[config.mk]
export PLATFORM = sky130hd
export DESIGN_NAME = state_sequencer_flat
export DESIGN_NICKNAME = d
export VERILOG_FILES = /design/src/rtl/state_sequencer_if.sv /design/src/rtl/state_sequencer.sv /design/src/flat_wrapper.sv
export SDC_FILE = /design/constraint.sdc
export NUM_CORES = 1
export LEC_CHECK = 0
export CAP_MARGIN = 25
export CORE_UTILIZATION = 38
export CTS_CLUSTER_DIAMETER = 50
export DETAILED_ROUTE_END_ITERATION = 7
export GPL_ROUTABILITY_DRIVEN = 0
export PLACE_DENSITY = 0.81
export SYNTH_ARGS = -nofsm -noshare
export SYNTH_HDL_FRONTEND = slang
export SYNTH_SLANG_ARGS = --single-unit
[constraint.sdc]
create_clock -name clk -period 3 [get_ports clk]
set_input_delay 0.9 -clock clk [delete_from_list [all_inputs] [get_ports clk]]
set_output_delay 0.9 -clock clk [all_outputs]
set_load 0.02 [all_outputs]
[src/rtl/state_sequencer_if.sv]
// Memory handshake between the sequencer and the memory port.
// The sequencer drives the request and write enable; memory answers with a ready strobe.
interface state_sequencer_if;
  logic mem_req;
  logic mem_we;
  logic mem_ready;

  modport master (output mem_req, output mem_we, input mem_ready);
  modport slave  (input mem_req, input mem_we, output mem_ready);
endinterface

[src/rtl/state_sequencer.sv]
// Next-state logic for a 13-state one-hot instruction sequencer. The state register lives
// outside this block. This block also tracks memory waits, sticky error flags and a count of decoded instructions.
module state_sequencer #(
  parameter int TIMEOUT = 15
) (
  input  logic                    clk,
  input  logic                    preset,
  input  logic [12:0]             q,
  input  logic [1:0]              ir_op,
  input  logic [2:0]              ir_op2,
  input  logic [5:0]              ir_op3,
  input  logic                    ir_i,
  input  logic                    cond_true,
  state_sequencer_if.master       mem,
  output logic [12:0]             d,
  output logic                    timeout_err,
  output logic                    illegal_op_err,
  output logic                    illegal_state_err,
  output logic [15:0]             instr_count
);

  typedef enum logic [12:0] {
    S_IF       = 13'h0001,
    S_ID       = 13'h0002,
    S_ALU_RR   = 13'h0004,
    S_ALU_RI   = 13'h0008,
    S_LD_ADDR  = 13'h0010,
    S_LD_MEM   = 13'h0020,
    S_ST_ADDR  = 13'h0040,
    S_ST_MEM   = 13'h0080,
    S_BR_EVAL  = 13'h0100,
    S_BR_TAKEN = 13'h0200,
    S_CALL     = 13'h0400,
    S_JMPL     = 13'h0800,
    S_SETHI    = 13'h1000
  } state_t;

  localparam logic [3:0] WAIT_LAST = 4'(TIMEOUT - 1);

  logic [3:0]  wait_cnt_reg;
  logic        timeout_err_reg;
  logic        illegal_op_err_reg;
  logic        illegal_state_err_reg;
  logic [15:0] instr_count_reg;

  logic wait_inc;
  logic timeout_hit;
  logic bad_op;
  logic bad_state;

  always_comb begin
    d           = S_IF;
    mem.mem_req = 1'b0;
    mem.mem_we  = 1'b0;
    wait_inc    = 1'b0;
    timeout_hit = 1'b0;
    bad_op      = 1'b0;
    bad_state   = 1'b0;
    // Exact-match case: any pattern that is not one-hot falls to default.
    case (q)
      S_IF, S_LD_MEM, S_ST_MEM: begin
        mem.mem_req = 1'b1;
        mem.mem_we  = (q == S_ST_MEM);
        if (mem.mem_ready)
          d = (q == S_IF) ? S_ID : S_IF;
        else if (wait_cnt_reg == WAIT_LAST)
          timeout_hit = 1'b1;
        else begin
          d        = q;
          wait_inc = 1'b1;
        end
      end
      S_ID: begin
        case (ir_op)
          2'b01: d = S_CALL;
          2'b00: begin
            if (ir_op2 == 3'b100)      d = S_SETHI;
            else if (ir_op2 == 3'b010) d = S_BR_EVAL;
            else                       bad_op = 1'b1;
          end
          2'b10: begin
            if (ir_op3 == 6'b111000) d = S_JMPL;
            else if (ir_i)           d = S_ALU_RI;
            else                     d = S_ALU_RR;
          end
          default: begin
            if (ir_op3 == 6'b000000)      d = S_LD_ADDR;
            else if (ir_op3 == 6'b000100) d = S_ST_ADDR;
            else                          bad_op = 1'b1;
          end
        endcase
      end
      S_LD_ADDR: d = S_LD_MEM;
      S_ST_ADDR: d = S_ST_MEM;
      S_BR_EVAL: d = cond_true ? S_BR_TAKEN : S_IF;
      S_ALU_RR, S_ALU_RI, S_SETHI, S_CALL, S_JMPL, S_BR_TAKEN: d = S_IF;
      default: bad_state = 1'b1;
    endcase
    if (preset)
      d = S_IF;
  end

  // Every non-holding cycle leaves the current state, so wait_cnt clears whenever it is not counting.
  always_ff @(posedge clk) begin
    if (preset) begin
      wait_cnt_reg          <= 4'd0;
      timeout_err_reg       <= 1'b0;
      illegal_op_err_reg    <= 1'b0;
      illegal_state_err_reg <= 1'b0;
      instr_count_reg       <= 16'd0;
    end else begin
      wait_cnt_reg <= wait_inc ? wait_cnt_reg + 4'd1 : 4'd0;
      if (timeout_hit) timeout_err_reg       <= 1'b1;
      if (bad_op)      illegal_op_err_reg    <= 1'b1;
      if (bad_state)   illegal_state_err_reg <= 1'b1;
      if (q == S_ID)   instr_count_reg       <= instr_count_reg + 16'd1;
    end
  end

  assign timeout_err       = timeout_err_reg;
  assign illegal_op_err    = illegal_op_err_reg;
  assign illegal_state_err = illegal_state_err_reg;
  assign instr_count       = instr_count_reg;

endmodule

[src/flat_wrapper.sv]
// flat-port wrapper written by rule: the top's interface ports become plain ports
module state_sequencer_flat 
#(
  parameter int TIMEOUT = 15
)
  (clk, preset, q, ir_op, ir_op2, ir_op3, ir_i, cond_true, d, timeout_err, illegal_op_err, illegal_state_err, instr_count, mem_mem_req, mem_mem_we, mem_mem_ready);
  state_sequencer_if mem_i ();
  input  logic clk;
  input  logic preset;
  input  logic [12:0] q;
  input  logic [1:0] ir_op;
  input  logic [2:0] ir_op2;
  input  logic [5:0] ir_op3;
  input  logic ir_i;
  input  logic cond_true;
  output logic [12:0] d;
  output logic timeout_err;
  output logic illegal_op_err;
  output logic illegal_state_err;
  output logic [15:0] instr_count;
  output wire logic [$bits(mem_i.mem_req)-1:0] mem_mem_req;
  output wire logic [$bits(mem_i.mem_we)-1:0] mem_mem_we;
  input wire logic [$bits(mem_i.mem_ready)-1:0] mem_mem_ready;
  assign mem_mem_req = mem_i.mem_req;
  assign mem_mem_we = mem_i.mem_we;
  assign mem_i.mem_ready = mem_mem_ready;
  state_sequencer #(.TIMEOUT(TIMEOUT)) u_core (.clk(clk), .preset(preset), .q(q), .ir_op(ir_op), .ir_op2(ir_op2), .ir_op3(ir_op3), .ir_i(ir_i), .cond_true(cond_true), .mem(mem_i), .d(d), .timeout_err(timeout_err), .illegal_op_err(illegal_op_err), .illegal_state_err(illegal_state_err), .instr_count(instr_count));
endmodule
==> results.md, run 1 <==
Status:
- The flow ran to the end, but the final reports show violations.
- The checks that failed: negative setup slack.

Run:
- The tool flagged a number of max-cap violations equal to 0.

Final layout:
- Once layout is done, the placed cells without fillers occupy 2710 um2.
- The layout-stage area growth over the synthesis result is 86.2%.
- The net total in the final layout is 320.
- The flip-flop count of the largest register, all copies and words added is 16.
- Counting the fill cells in the layout gives 271.
- The share of cells above drive strength 1 is 0.380.
- 0 antenna diodes ended up in the layout.

Clock network:
- The number of buffers on the longest clock path is 2.
- The clock reaches the later pin of the worst-skew pair after 270 ps.
- After clock tree synthesis, the clock-pin slew on the worst setup and hold paths is 80 ps.
- The hold buffer count at CTS is 0.
- TritonCTS built the clock tree.
- The clock net in this run drives a total of 23 sinks.
- Buffers inserted during clock tree synthesis total 3.
- CTS built an H-tree with a depth of 1.
- The tree is rooted in a clkbuf_8.

Power and ir drop:
- The reported leakage power is 1.05 nW.
- The total power divided by cell area is 228 nW/um2.
- Across the VDD grid, the largest voltage drop is 0.284 mV.
- The design draws 0.618 mW.

Detailed routing:
- The routed design has 4.70 mm of wire.
- The routed wirelength normalized by instance count is 14.0 um.
- The first detailed-routing pass ran for 4 iterations.
- The number of vias after detailed routing is 1,775.
- The remaining routing DRC violations is 0.
- The mean number of vias per cell is 5.30.
- The number of violations reported at the end of detailed-routing iteration 0 is 93.
- Once detail routing completed, the nets flagged for antenna violations numbered 0.

Logic synthesis:
- The commonest cells after synthesis are nor2_1, dfxtp_1, xnor2_1.
- The count of unique library cells instantiated by Yosys is 42.
- Counting flops and latches in the post-synthesis netlist gives 23.
- For this run, asynchronously set or reset flops after synthesis account for 0.
- In the synthesized netlist, the number of instances is 177.
- After synthesis, the cell types taking the most area are dfxtp_1, xnor2_1, nor2_1.
- The cell type contributing the most total cell area after synthesis is dfxtp_1.
- The number of enable-type register cells in the synthesized netlist is 0.
- nor2_1 is the most common cell in the netlist.
- The area fraction of the dominant cell type after synthesis is 0.317.
- The post-synthesis instance area is 1450 um2.
- For this run, the leading register cell type out of synthesis is dfxtp_1.
- The mean cell area of the mapped netlist is 8.21 um2.
- Yosys printed 0 warnings.
- When the netlist entered floorplanning its net count stood at 209.
- Of the synthesized area, sequential elements account for 0.317.

Timing:
- Final hold analysis gives a worst-case slack of 452 ps.
- Setup violations remaining at the end of the flow were counted as 14.
- Setup repair after global routing could not meet its margin everywhere.
- The hold violation count in the final report came to 0.
- For the pin with the worst max-slew slack, the measured transition is 399 ps.
- The clock period minus final worst setup slack is 3370 ps.
- The final number of max-transition violations is 0.
- The worst setup slack after layout is -366 ps.
- Based on the critical path, the design can be clocked at up to 0.297 GHz.
- The final worst-path cycle share is 1.12.
- On the final layout, the worst clock skew is 1.60 ps.
- In this run the tightest slew margin relative to its limit is 0.731.

Global route:
- The global-route usage over all layers is 0.221.
- The global routing met1 resource utilization is 0.264.
- The met2 layer usage reported by global route is 0.402.
- The initial antenna violation count is 0.
- The met3 capacity usage during global routing is 0.0232.
- For this run the aggregate overflow at the end of global routing stands at 0.
- After global routing, the most crowded layer is met2.
- The number of global-route vias before repair was 1,649.
- Entering global routing, the biggest net connects 19 pins.
- The first-pass GRT wire length is 7.20 mm.

Die:
- The initial utilization of the core area, before any placement, comes to 0.397.
- The total die area is 4080 um2.
- The floorplan has 22 rows.
- The floorplan step set the die width to 63.9 um.
- 63 I/O pins were placed.
- Measured along the y axis, the die boundary spans 63.9 um.
- The region available for standard cell placement spans 3660 um2.

Place:
- The HPWL after detailed placement is 3.14 mm.
- After detailed placement, the total cell area comes to 2460 um2.
- In this run the tool buffered the top-level ports with 62 buffer cells.

Worst setup path:
- The required time of the worst setup path is 2100 ps.
- The startpoint class of the critical path is a primary input.
- The data arrival at the endpoint of the critical path is 2470 ps.
- STA classifies the critical path endpoint as an output pin.
- The setup path with the least slack is of type in -> out.
- The largest fanout of any net on the critical path is 4.

Worst hold path:
- The tightest min-delay check is of the reg -> reg type.
area by class of cell:
class / count / area, um2 / area share
timing repair buffer: 111 / 1000 / 0.370
clock buffer: 3 / 41.3 / 0.0152
inverter: 7 / 26.3 / 0.00970
multi-input combinational: 142 / 1110 / 0.411
sequential: 23 / 460 / 0.170
clock inverter: 1 / 5.00 / 0.00185
tap: 48 / 60.1 / 0.0222
power by group:
| group | internal [mW] | total [mW] | leakage [nW] | switching (mW) |
|---|---|---|---|---|
| registers | 0.306 | 0.306 | 0.186 | 0.000659 |
| logic | 0.0659 | 0.121 | 0.840 | 0.0548 |
| clock network | 0.0928 | 0.191 | 0.0255 | 0.0985 |
| total | 0.464 | 0.618 | 1.05 | 0.154 |
cell families after synthesis:
group / share of synthesized area
mux: 0.00688
fa+ha+maj: 0.0258
compound gates: 0.102
simple gates: 0.404
flops: 0.317
xor+xnor: 0.114
buf+inv: 0.0310
what timing repair did:
item / CTS / global route
resized for setup: 136 / 42
pin swaps: 18 / 13
buffers inserted: 5 / 11
setup endpoints to repair: 15 / 15
per-layer routing:
metal / wire length [um] / vias to the layer above
met5: 0 / -
met3: 244 / 9
met2: 2400 / 59
met1: 1940 / 844
li1: - / 863
met4: 107 / 0
worst max-delay path, cell delays in order:
cell      delay, ps
buf_8           100
nor4_4          360
buf_4           180
nand4b_1        130
a21o_1          220
a41oi_2         240
and2_4          190
buf_2           150
final timing paths:
kind,depth (start not counted),endpoint,start,slack [ps]
setup / recovery,8,d[7],q[12],-370
hold / removal,2,u_core.timeout_err,u_core.timeout_err,450
setup reg to reg,5,u_core.instr_count[12],u_core.instr_count[3],1400
hold reg to reg,2,u_core.timeout_err,u_core.timeout_err,450
metrics by stage:
step | setup TNS [ps] | std cells | util | setup WS, ps
floorplan | -1180 | 177 | - | -243
finish | -2710 | 335 | 0.740 | -366
CTS | -2700 | 328 | 0.699 | -318
detailed placement | -15020 | 319 | 0.671 | -1250
global placement | -14670 | 319 | 0.671 | -1180
global route | -3720 | 335 | 0.740 | -444
placed cells by master, fill, tap and decap left out, types with 3 or more instances in the layout:
cell / count
a21oi_1: 3
buf_2: 4
buf_4: 44
buf_6: 20
clkbuf_2: 5
clkbuf_8: 3
clkdlybuf4s15_1: 4
clkdlybuf4s50_1: 28
dfxtp_1: 23
ha_1: 3
inv_1: 6
nand2_1: 11
nand3_1: 6
nand4_1: 5
nor2_1: 26
nor2b_1: 3
nor3_1: 8
nor3_4: 4
nor4_1: 6
nor4_4: 3
xnor2_1: 15
xor2_1: 4
No activity file was read; power rests on OpenSTA's default activity.
==> run 2, diff against run 1 <==
--- a/config.mk
+++ b/config.mk
@@ -7,7 +7,7 @@
 export LEC_CHECK = 0
 export CAP_MARGIN = 25
 export CORE_UTILIZATION = 38
-export CTS_CLUSTER_DIAMETER = 50
+export CTS_CLUSTER_DIAMETER = 120
 export DETAILED_ROUTE_END_ITERATION = 7
 export GPL_ROUTABILITY_DRIVEN = 0
 export PLACE_DENSITY = 0.81
==> results of run 2 <==
Same layout as run 1: the final DEF is identical, and so are final timing and power.
